**src/rtl/spi_pkg.sv**
```systemverilog
// Shared SPI definitions: controller state encoding and default field widths
// used by the clock generator, shift register and control block.
package spi_pkg;

  localparam int SPI_DIV_W = 8;
  localparam int SPI_LEN_W = 6;

  typedef enum logic {
    ST_IDLE   = 1'b0,
    ST_ACTIVE = 1'b1
  } spi_state_e;

endpackage

```
**src/rtl/spi_clkgen.sv**
```systemverilog
// SPI serial-clock generator. Divides pclk into SCK for one frame of N bits
// and emits per-edge sample/shift strobes for the shift register.
//
// state     | meaning
// ----------+---------------------------------------------------------------
// ST_IDLE   | no frame; sck follows cpol input, waits for start with enable
// ST_ACTIVE | frame running; divider toggles sck until edge 2*N is registered
module spi_clkgen #(
  parameter int DIV_W = spi_pkg::SPI_DIV_W,
  parameter int LEN_W = spi_pkg::SPI_LEN_W
) (
  input  logic             pclk,
  input  logic             sreset,
  input  logic             enable,
  input  logic             start,
  input  logic [DIV_W-1:0] clk_div,
  input  logic [LEN_W-1:0] frame_len,
  input  logic             cpol,
  input  logic             cpha,
  output logic             sck,
  output logic             sample_pulse,
  output logic             shift_pulse,
  output logic             busy,
  output logic             done
);

  import spi_pkg::*;

  spi_state_e       state_q, state_d;
  logic [DIV_W-1:0] div_cnt_q, div_cnt_d;
  logic [LEN_W:0]   edge_cnt_q, edge_cnt_d;
  logic [DIV_W-1:0] div_q, div_d;
  logic [LEN_W-1:0] len_q, len_d;
  logic             cpol_q, cpol_d;
  logic             cpha_q, cpha_d;
  logic             sck_q, sck_d;
  logic             sample_q, sample_d;
  logic             shift_q, shift_d;
  logic             busy_q, busy_d;
  logic             done_q, done_d;

  logic             div_tc;
  logic             leading;
  logic             last_edge;
  logic [LEN_W-1:0] len_m1;

  // edge_cnt_q holds edges already produced, so the edge about to be
  // registered is edge_cnt_q+1. The final edge 2N is reached when
  // edge_cnt_q == 2N-1 == {N-1, 1}; a zero length wraps N-1 to all ones,
  // giving the 2^LEN_W bit frame without widening the counter.
  assign div_tc    = (div_cnt_q == div_q);
  assign leading   = ~edge_cnt_q[0];
  assign len_m1    = len_q - LEN_W'(1);
  assign last_edge = (edge_cnt_q == {len_m1, 1'b1});

  // Next-state, counter and output decode.
  always_comb begin
    state_d    = state_q;
    div_cnt_d  = div_cnt_q;
    edge_cnt_d = edge_cnt_q;
    div_d      = div_q;
    len_d      = len_q;
    cpol_d     = cpol_q;
    cpha_d     = cpha_q;
    sck_d      = sck_q;
    sample_d   = 1'b0;
    shift_d    = 1'b0;
    busy_d     = busy_q;
    done_d     = 1'b0;

    case (state_q)
      ST_IDLE: begin
        sck_d  = cpol;
        busy_d = 1'b0;
        if (start && enable) begin
          div_d      = clk_div;
          len_d      = frame_len;
          cpol_d     = cpol;
          cpha_d     = cpha;
          div_cnt_d  = '0;
          edge_cnt_d = '0;
          busy_d     = 1'b1;
          state_d    = ST_ACTIVE;
        end
      end

      ST_ACTIVE: begin
        if (!enable) begin
          // Abort: park sck at the frame's idle level, no done, no strobes.
          sck_d   = cpol_q;
          busy_d  = 1'b0;
          state_d = ST_IDLE;
        end else if (div_tc) begin
          div_cnt_d  = '0;
          sck_d      = ~sck_q;
          edge_cnt_d = edge_cnt_q + (LEN_W+1)'(1);
          sample_d   = leading ^ cpha_q;
          shift_d    = ~(leading ^ cpha_q);
          if (last_edge) begin
            busy_d  = 1'b0;
            done_d  = 1'b1;
            state_d = ST_IDLE;
          end
        end else begin
          div_cnt_d = div_cnt_q + DIV_W'(1);
        end
      end

      default: begin
        state_d = ST_IDLE;
        busy_d  = 1'b0;
      end
    endcase
  end

  // State and output registers with synchronous reset.
  always_ff @(posedge pclk) begin
    if (sreset) begin
      state_q    <= ST_IDLE;
      div_cnt_q  <= '0;
      edge_cnt_q <= '0;
      div_q      <= '0;
      len_q      <= '0;
      cpol_q     <= 1'b0;
      cpha_q     <= 1'b0;
      sck_q      <= 1'b0;
      sample_q   <= 1'b0;
      shift_q    <= 1'b0;
      busy_q     <= 1'b0;
      done_q     <= 1'b0;
    end else begin
      state_q    <= state_d;
      div_cnt_q  <= div_cnt_d;
      edge_cnt_q <= edge_cnt_d;
      div_q      <= div_d;
      len_q      <= len_d;
      cpol_q     <= cpol_d;
      cpha_q     <= cpha_d;
      sck_q      <= sck_d;
      sample_q   <= sample_d;
      shift_q    <= shift_d;
      busy_q     <= busy_d;
      done_q     <= done_d;
    end
  end

  assign sck          = sck_q;
  assign sample_pulse = sample_q;
  assign shift_pulse  = shift_q;
  assign busy         = busy_q;
  assign done         = done_q;

endmodule

```
**config.mk**
```make
export PLATFORM = sky130hd
export DESIGN_NAME = spi_clkgen
export DESIGN_NICKNAME = d
export VERILOG_FILES = /design/src/rtl/spi_pkg.sv /design/src/rtl/spi_clkgen.sv
export SDC_FILE = /design/constraint.sdc
export NUM_CORES = 1
export LEC_CHECK = 0
export CAP_MARGIN = 10
export CORE_UTILIZATION = 45
export DETAILED_ROUTE_END_ITERATION = 6
export GPL_ROUTABILITY_DRIVEN = 0
export HOLD_SLACK_MARGIN = 0.03
export PLACE_DENSITY = 0.7
export SLEW_MARGIN = 20
export SYNTH_ARGS = -nofsm -noshare
export SYNTH_HDL_FRONTEND = slang
export SYNTH_SLANG_ARGS = --single-unit
export TNS_END_PERCENT = 5
```
**constraint.sdc**
```tcl
create_clock -name pclk -period 1.92 [get_ports pclk]
set_input_delay 0.576 -clock pclk [delete_from_list [all_inputs] [get_ports pclk]]
set_output_delay 0.576 -clock pclk [all_outputs]
set_load 0.1 [all_outputs]
```
==> impl_metrics.tcl <==
set metrics [dict create \
    dpl-instance-area_sq_mm 0.00234 \
    yosysTopAreaCellShare_pct 41.4 \
    fin_skew_ns 0.0111 \
    cts.sinks 37 \
    synth-seq-cells 37 \
    postSynth.asyncResetShare_pct 0 \
    grt_pass1_wl_mm 7.01 \
    drtIter0Drc 89 \
    grt_start_max_net_pins 13 \
    r2r-start "len_q[0]" \
    rsz0062_at_grt "true" \
    syn_area_sq_mm 0.00179 \
    crit_path_start_kind "register" \
    synth_edf_count 0 \
    netlist-cell-type-count 38 \
    final_util_pct 65.8 \
    gr-total-overflow 0 \
    die_x_um 65.1 \
    start_util_pct 47.8 \
    die_y_um 65.1 \
    p_leak_nw 0.979 \
    instances_no_fill 314 \
    ios 25 \
    fin_crit_ns 1.96 \
    ys_top_cells_by_area "dfxtp_1, nand2_1, a21oi_1" \
    cts_tree "yes" \
    yosysTopAreaCell "dfxtp_1" \
    rrSetupSlack_ns -0.04 \
    hp-class "register to register" \
    cts_buffers 5 \
    vias_per_cell 5.25 \
    row_count 22 \
    drc_errors 0 \
    syn-num-nets 238 \
    fin_area_sq_mm 0.00246 \
    power_density_mw_per_mm2 666 \
    setup_ws_ns -0.0385 \
    antenna_found_initial 0 \
    io_buffers 24 \
    gr-usage-met2_pct 34.8 \
    ctsHtreeMaxLevel 2 \
    hpwl_mm 3.03 \
    met1_usage_pct 28.4 \
    tightest_slew_ns 0.623 \
    end_kind "register" \
    slew_violations 0 \
    cap_viol_max_count 0 \
    min_from "cpol_q" \
    ctsHoldBuffers 0 \
    cts_root_buffer "clkbuf_8" \
    placed_cells 307 \
    syn_area_per_cell_sq_um 8.33 \
    status "finished, violations left" \
    setup_viol 1 \
    hold_viol_final 0 \
    clkTransAtPathRegs_ns 0.08 \
    clk_latency_ns 0.30 \
    insertedDiodeCount 0 \
    synth_seq_area_share_pct 41.4 \
    vias 1648 \
    min_period_over_period_pct 102 \
    critPathArrivalTime_ns 2.13 \
    timing.fmax_mhz 511 \
    r2r_cells 6 \
    worstReg2RegEnd "busy" \
    setup_tns_ns -0.0385 \
    relSlewSlack_pct 57.9 \
    layout.nets 289 \
    whs_path_depth 2 \
    crit_required_ns 2.09 \
    dr.pass1.iters 4 \
    grtUsageMet3_pct 6.51 \
    syn_inst 215 \
    drive_gt1_share_pct 20.3 \
    ys_warn_count 0 \
    cts_buffer_depth 2 \
    routedWlPerCell_um 12.8 \
    synthToLayoutAreaGrowth_pct 37.5 \
    violations "setup timing" \
    cp_max_fo 2 \
    hold_end "cpol_q" \
    holdWs_ns 0.453 \
    dieArea_sq_mm 0.00423 \
    finalWirelength_mm 4.03 \
    path_class "register to register" \
    grt_pass1_vias 1556 \
    core_sq_mm 0.00374 \
    grt_usage_pct 22.2 \
    synth_flop_cell "dfxtp_1" \
    final_antenna_net_count 0 \
    peakVddDrop_mv 0.511 \
    top_usage_layer "met2" \
]
-- cells by family after synthesis --
logic type,Yosys count,share of synthesized area [%]
and+or+nand+nor,92,26.7
AOI/OAI and AO/OA,45,15.4
DFF,37,41.4
xor gates and xnor gates,18,8.80
buffers and inverters,16,3.35
muxes,4,2.31
adders and majority gates,3,2.10
-- layer usage --
metal | share of wire [%] | vias up
li1 | - | 849
met5 | 0 | -
met4 | 1.8 | 0
met3 | 3.8 | 8
met2 | 46 | 36
met1 | 49 | 755
-- timing repair --
item / 4_1_cts / 5_1_grt
setup buffers: 0 / 0
pin swaps: 2 / 5
gates resized for setup: 0 / 8
setup endpoints to repair: 3 / 7
-- cell type report --
| class | count | area (sq um) |
|---|---|---|
| repair buffers | 54 | 532 |
| well taps | 48 | 60.1 |
| multi-input cells | 162 | 1020 |
| clock buffers | 7 | 86.3 |
| inverters | 6 | 22.5 |
| fillers | 335 | 1280 |
| flip-flops and latches | 37 | 742 |
-- worst max path at each step --
stage / startpoint / to / slack [ns]
2_1_floorplan: len_q[0] / state_q / 0.06
3_3_place_gp: enable / edge_cnt_q[3] / -0.18
3_5_place_dp: enable / edge_cnt_q[3] / -0.20
4_1_cts: len_q[0] / state_q / -0.005
5_1_grt: len_q[0] / busy / -0.09
6_report: len_q[0] / busy / -0.04
-- cell usage after synthesis (3+ instances only) --
| cell type | count |
|---|---|
| nand2_1 | 42 |
| dfxtp_1 | 37 |
| a21oi_1 | 25 |
| xor2_1 | 12 |
| clkbuf_1 | 9 |
| nor2_1 | 9 |
| nand3_1 | 7 |
| inv_1 | 6 |
| or3_1 | 6 |
| xnor2_1 | 6 |
| nand2b_1 | 4 |
| nor3_1 | 4 |
| o21ai_0 | 4 |
| a31oi_1 | 3 |
| and3_1 | 3 |
| ha_1 | 3 |
| mux2i_1 | 3 |
| nor3b_1 | 3 |
| nor4_1 | 3 |
| or4_1 | 3 |
-- metrics by stage --
step / setup WS, ns / power (mW)
floorplan: 0.0603 / 0.966
detailed placement: -0.197 / 1.09
CTS: -0.00503 / 1.65
global placement: -0.181 / 1.09
finish: -0.0385 / 1.64
global route: -0.0896 / 1.72
-- critical path, cell delays in order (launching register included) --
cell and delay (ns):
dfxtp_2 0.32, or4_4 0.52, or3_1 0.31, a211o_1 0.34, buf_6 0.14, nor2_4 0.10
o221ai_2 0.11
-- cells in the final DEF (no fill, tap or decap), drive strengths merged, types with 4 or more instances in the layout --
| cell type | netlist | routed |
|---|---|---|
| xnor2 | 6 | 6 |
| clkdlybuf4s50 | 0 | 19 |
| nand2b | 4 | 4 |
| a21oi | 25 | 25 |
| nand2 | 42 | 42 |
| nor4 | 5 | 5 |
| xor2 | 12 | 12 |
| dfxtp | 37 | 37 |
| nor2 | 9 | 9 |
| or3 | 6 | 6 |
| nor3 | 4 | 4 |
| o21ai | 4 | 4 |
| buf | 1 | 35 |
| clkbuf | 9 | 7 |
| nand3 | 8 | 8 |
| inv | 6 | 6 |
-- state kept, by name, indices dropped and copies added, names as in the netlist, 6 cells and up --
| name | flops |
|---|---|
| edge_cnt_q | 7 |
| div_q | 8 |
| div_cnt_q | 8 |
| len_q | 6 |
-- power by group --
part | internal (mW) | switching [mW]
Clock | 0.285 | 0.270
Combinational | 0.140 | 0.139
Sequential | 0.789 | 0.0178
Total | 1.21 | 0.427
(Power assumes the default switching activity.)
==> RTL edit, RTL diff (same settings) <==
Make the reset (`sreset`) asynchronous in one clocked block. Comments in the files are not updated.
--- a/src/rtl/spi_clkgen.sv
+++ b/src/rtl/spi_clkgen.sv
@@ -114,7 +114,7 @@
   end
 
   // State and output registers with synchronous reset.
-  always_ff @(posedge pclk) begin
+  always_ff @(posedge pclk or posedge sreset) begin
     if (sreset) begin
       state_q    <= ST_IDLE;
       div_cnt_q  <= '0;
Check against the original RTL: differs if sreset is asserted again (counterexample within 4 cycles, from zero or initial values and one cycle with sreset high); with sreset held inactive, the same outputs for 10 cycles.
==> RTL edit against the unedited design <==
The run still ends with negative setup slack left. Routed wire length down 6.6%. Sequential share of layout area up 7.7 points. Core utilization down 5.0 points. Setup slack better by 0.038 ns. Critical path depth up 1. Synthesized area up 5.9%. Hold slack better by 0.047 ns. First-iteration DRC count up 26%. Sequential power up 21%. Sequential cell count unchanged. Final cell count down 15%. Count of clock-buffer cells in the layout down 1. Design area down 0.51%. Total power up 20%.
==> RTL edit: results (changes against the unedited design) <==
| Metric | Value |
|---|---|
| Outcome | complete, but fails checks |
| Violated checks | negative setup slack |
| Distinct cells, synth | 37 (-2.6%) |
| Worst Slack Setup Final | -0.000507 ns (+0.0380 ns) |
| Worst clock skew | 0.00372 ns (-0.00741 ns) |
| P_leak | 1.08 nW (+11%) |
| Layout cells sized above 1 | 22.2% (+1.9 points) |
| Final setup TNS | -0.000507 ns (+0.0380 ns) |
| Final setup viols | 1 (unchanged) |
| Drt wl/cell | 14.1 um (+10%) |
| Clk_lat worst skew | 0.28 ns (-0.02 ns) |
| CP Capture Type | flop |
| Nets | 238 (-18%) |
| Worst min-delay path category | flop to flop |
| Via density per instance | 5.49 (+4.6%) |
| FILL cells | 342 (+2.1%) |
| Slew headroom | 68.7% (+11 points) |
| Synth cell count leaders | dfrtp_1 (37), mux2_2 (15), nand2_1 (15) |
| # Post-CTS Setup Buffers | 0 (unchanged) |
| Mean area per synthesized cell | 10.8 sq um (+29%) |
| Register-to-Register Path Depth | 7 (+1) |
| CP max FO | 4 (+2) |
| Post-synthesis async set-or-reset flop share | 100% (+100 points) |
| RR Endpoint | done |
| Drt initial violations | 112 (+26%) |
| Tot GR Track Use | 19.1% (-3.0 points) |
| Detail Placement HPWL | 2820 um (-7.0%) |
| Number of global-route vias before repair | 1431 (-8.0%) |
| Largest net degree at the start of global routing | 38 (+25) |
| RR Startpoint | len_q[1] |
| VDD IR-drop max | 0.615 mV (+20%) |
| First-pass GRT wire length | 6170 um (-12%) |
| Register area share after synthesis | 48.8% (+7.5 points) |
| Post-Synthesis Net Count | 199 (-16%) |
| CP arrival | around 2.1 ns |
| Top post-synthesis cells by area | dfrtp_1 (49%), mux2_2 (8.9%), xor2_1 (6.0%), nand2_1 (3.0%), xnor2_1 (2.8%) |
| Router iterations before antenna repair | 4 (unchanged) |
RTL edit: cell types whose count changed in the layout (fill, tap and decap cells not counted), sizes merged, moves of 4 or more:
cell   before  now
a21oi      25    5
nand2      42   16
buf        35   19
dfrtp       0   37
or3         6    1
nor2        9    5
o21ai       4   10
mux2        1   15
dfxtp      37    0
and2        1    5
RTL edit: what timing repair did:
item	in CTS	in global routing
resized for setup	2	0
setup endpoints to repair	3	5
hold buffers	0	0
RTL edit: layout make-up:
cell class                      instances  area share [%]
Multi-Input combinational cell        127            38.2
Timing Repair Buffer                   38            17.2
Clock inverter                          2           0.409
Sequential cell                        37            37.8
Clock buffer                            6            2.96
Tap cell                               50            2.55
Inverter                                6           0.919
RTL edit: logic make-up (layout without fill, tap and decap cells):
family,Yosys count,count (layout),synth area share (%)
xor+xnor,19,19,8.78
buf+inv,12,52,2.44
simple gates,57,57,16.0
compound gates,31,31,12.0
flops,37,37,48.8
mux,17,17,9.97
fa+ha+maj,3,3,1.98
RTL edit: power by group:
part | total (W) | switching [W] | internal [W]
combinational | 0.000492 | 0.000231 | 0.000262
clock | 0.000505 | 0.000254 | 0.000251
sequential | 0.000980 | 0.000100 | 0.000879
RTL edit: per-stage QoR:
| step | total power [W] | area, sq um | setup slack, ns |
|---|---|---|---|
| floorplan | 0.00129 | 1900 | 0.0445 |
| global placement | 0.00145 | 2360 | -0.0677 |
| detailed placement | 0.00148 | 2360 | -0.168 |
| CTS | 0.00200 | 2450 | -0.0117 |
| global route | 0.00210 | 2450 | -0.0832 |
| finish | 0.00198 | 2450 | -0.000507 |
RTL edit: layer usage:
metal / GRT usage (%) / vias to the layer above / wire [um] / part of all wire (%)
li1: - / 703 / - / -
met1: 20.8 / 708 / 1580 / 42
met2: 32.7 / 41 / 1920 / 51
met3: 5.65 / 8 / 150 / 4.0
met4: 11.2 / 0 / 108 / 2.9
met5: 0 / - / 0 / 0
RTL edit: worst max-delay path, stage by stage, from the launching register on:
cell       delay [ns]
dfrtp_1          0.38
inv_2            0.06
ha_4             0.17
o21ba_1          0.18
a221o_1          0.34
a211o_1          0.29
a2111oi_4        0.27
and2_1           0.18
RTL edit: worst min path at each step:
stage | startpoint | to | slack, ns
floorplan | cpol_q | cpol_q | 0.45
global placement | cpol_q | cpol_q | 0.47
detailed placement | cpol_q | cpol_q | 0.49
CTS | cpol_q | cpol_q | 0.51
global route | cpol_q | cpol_q | 0.52
finish | cpol_q | cpol_q | 0.50
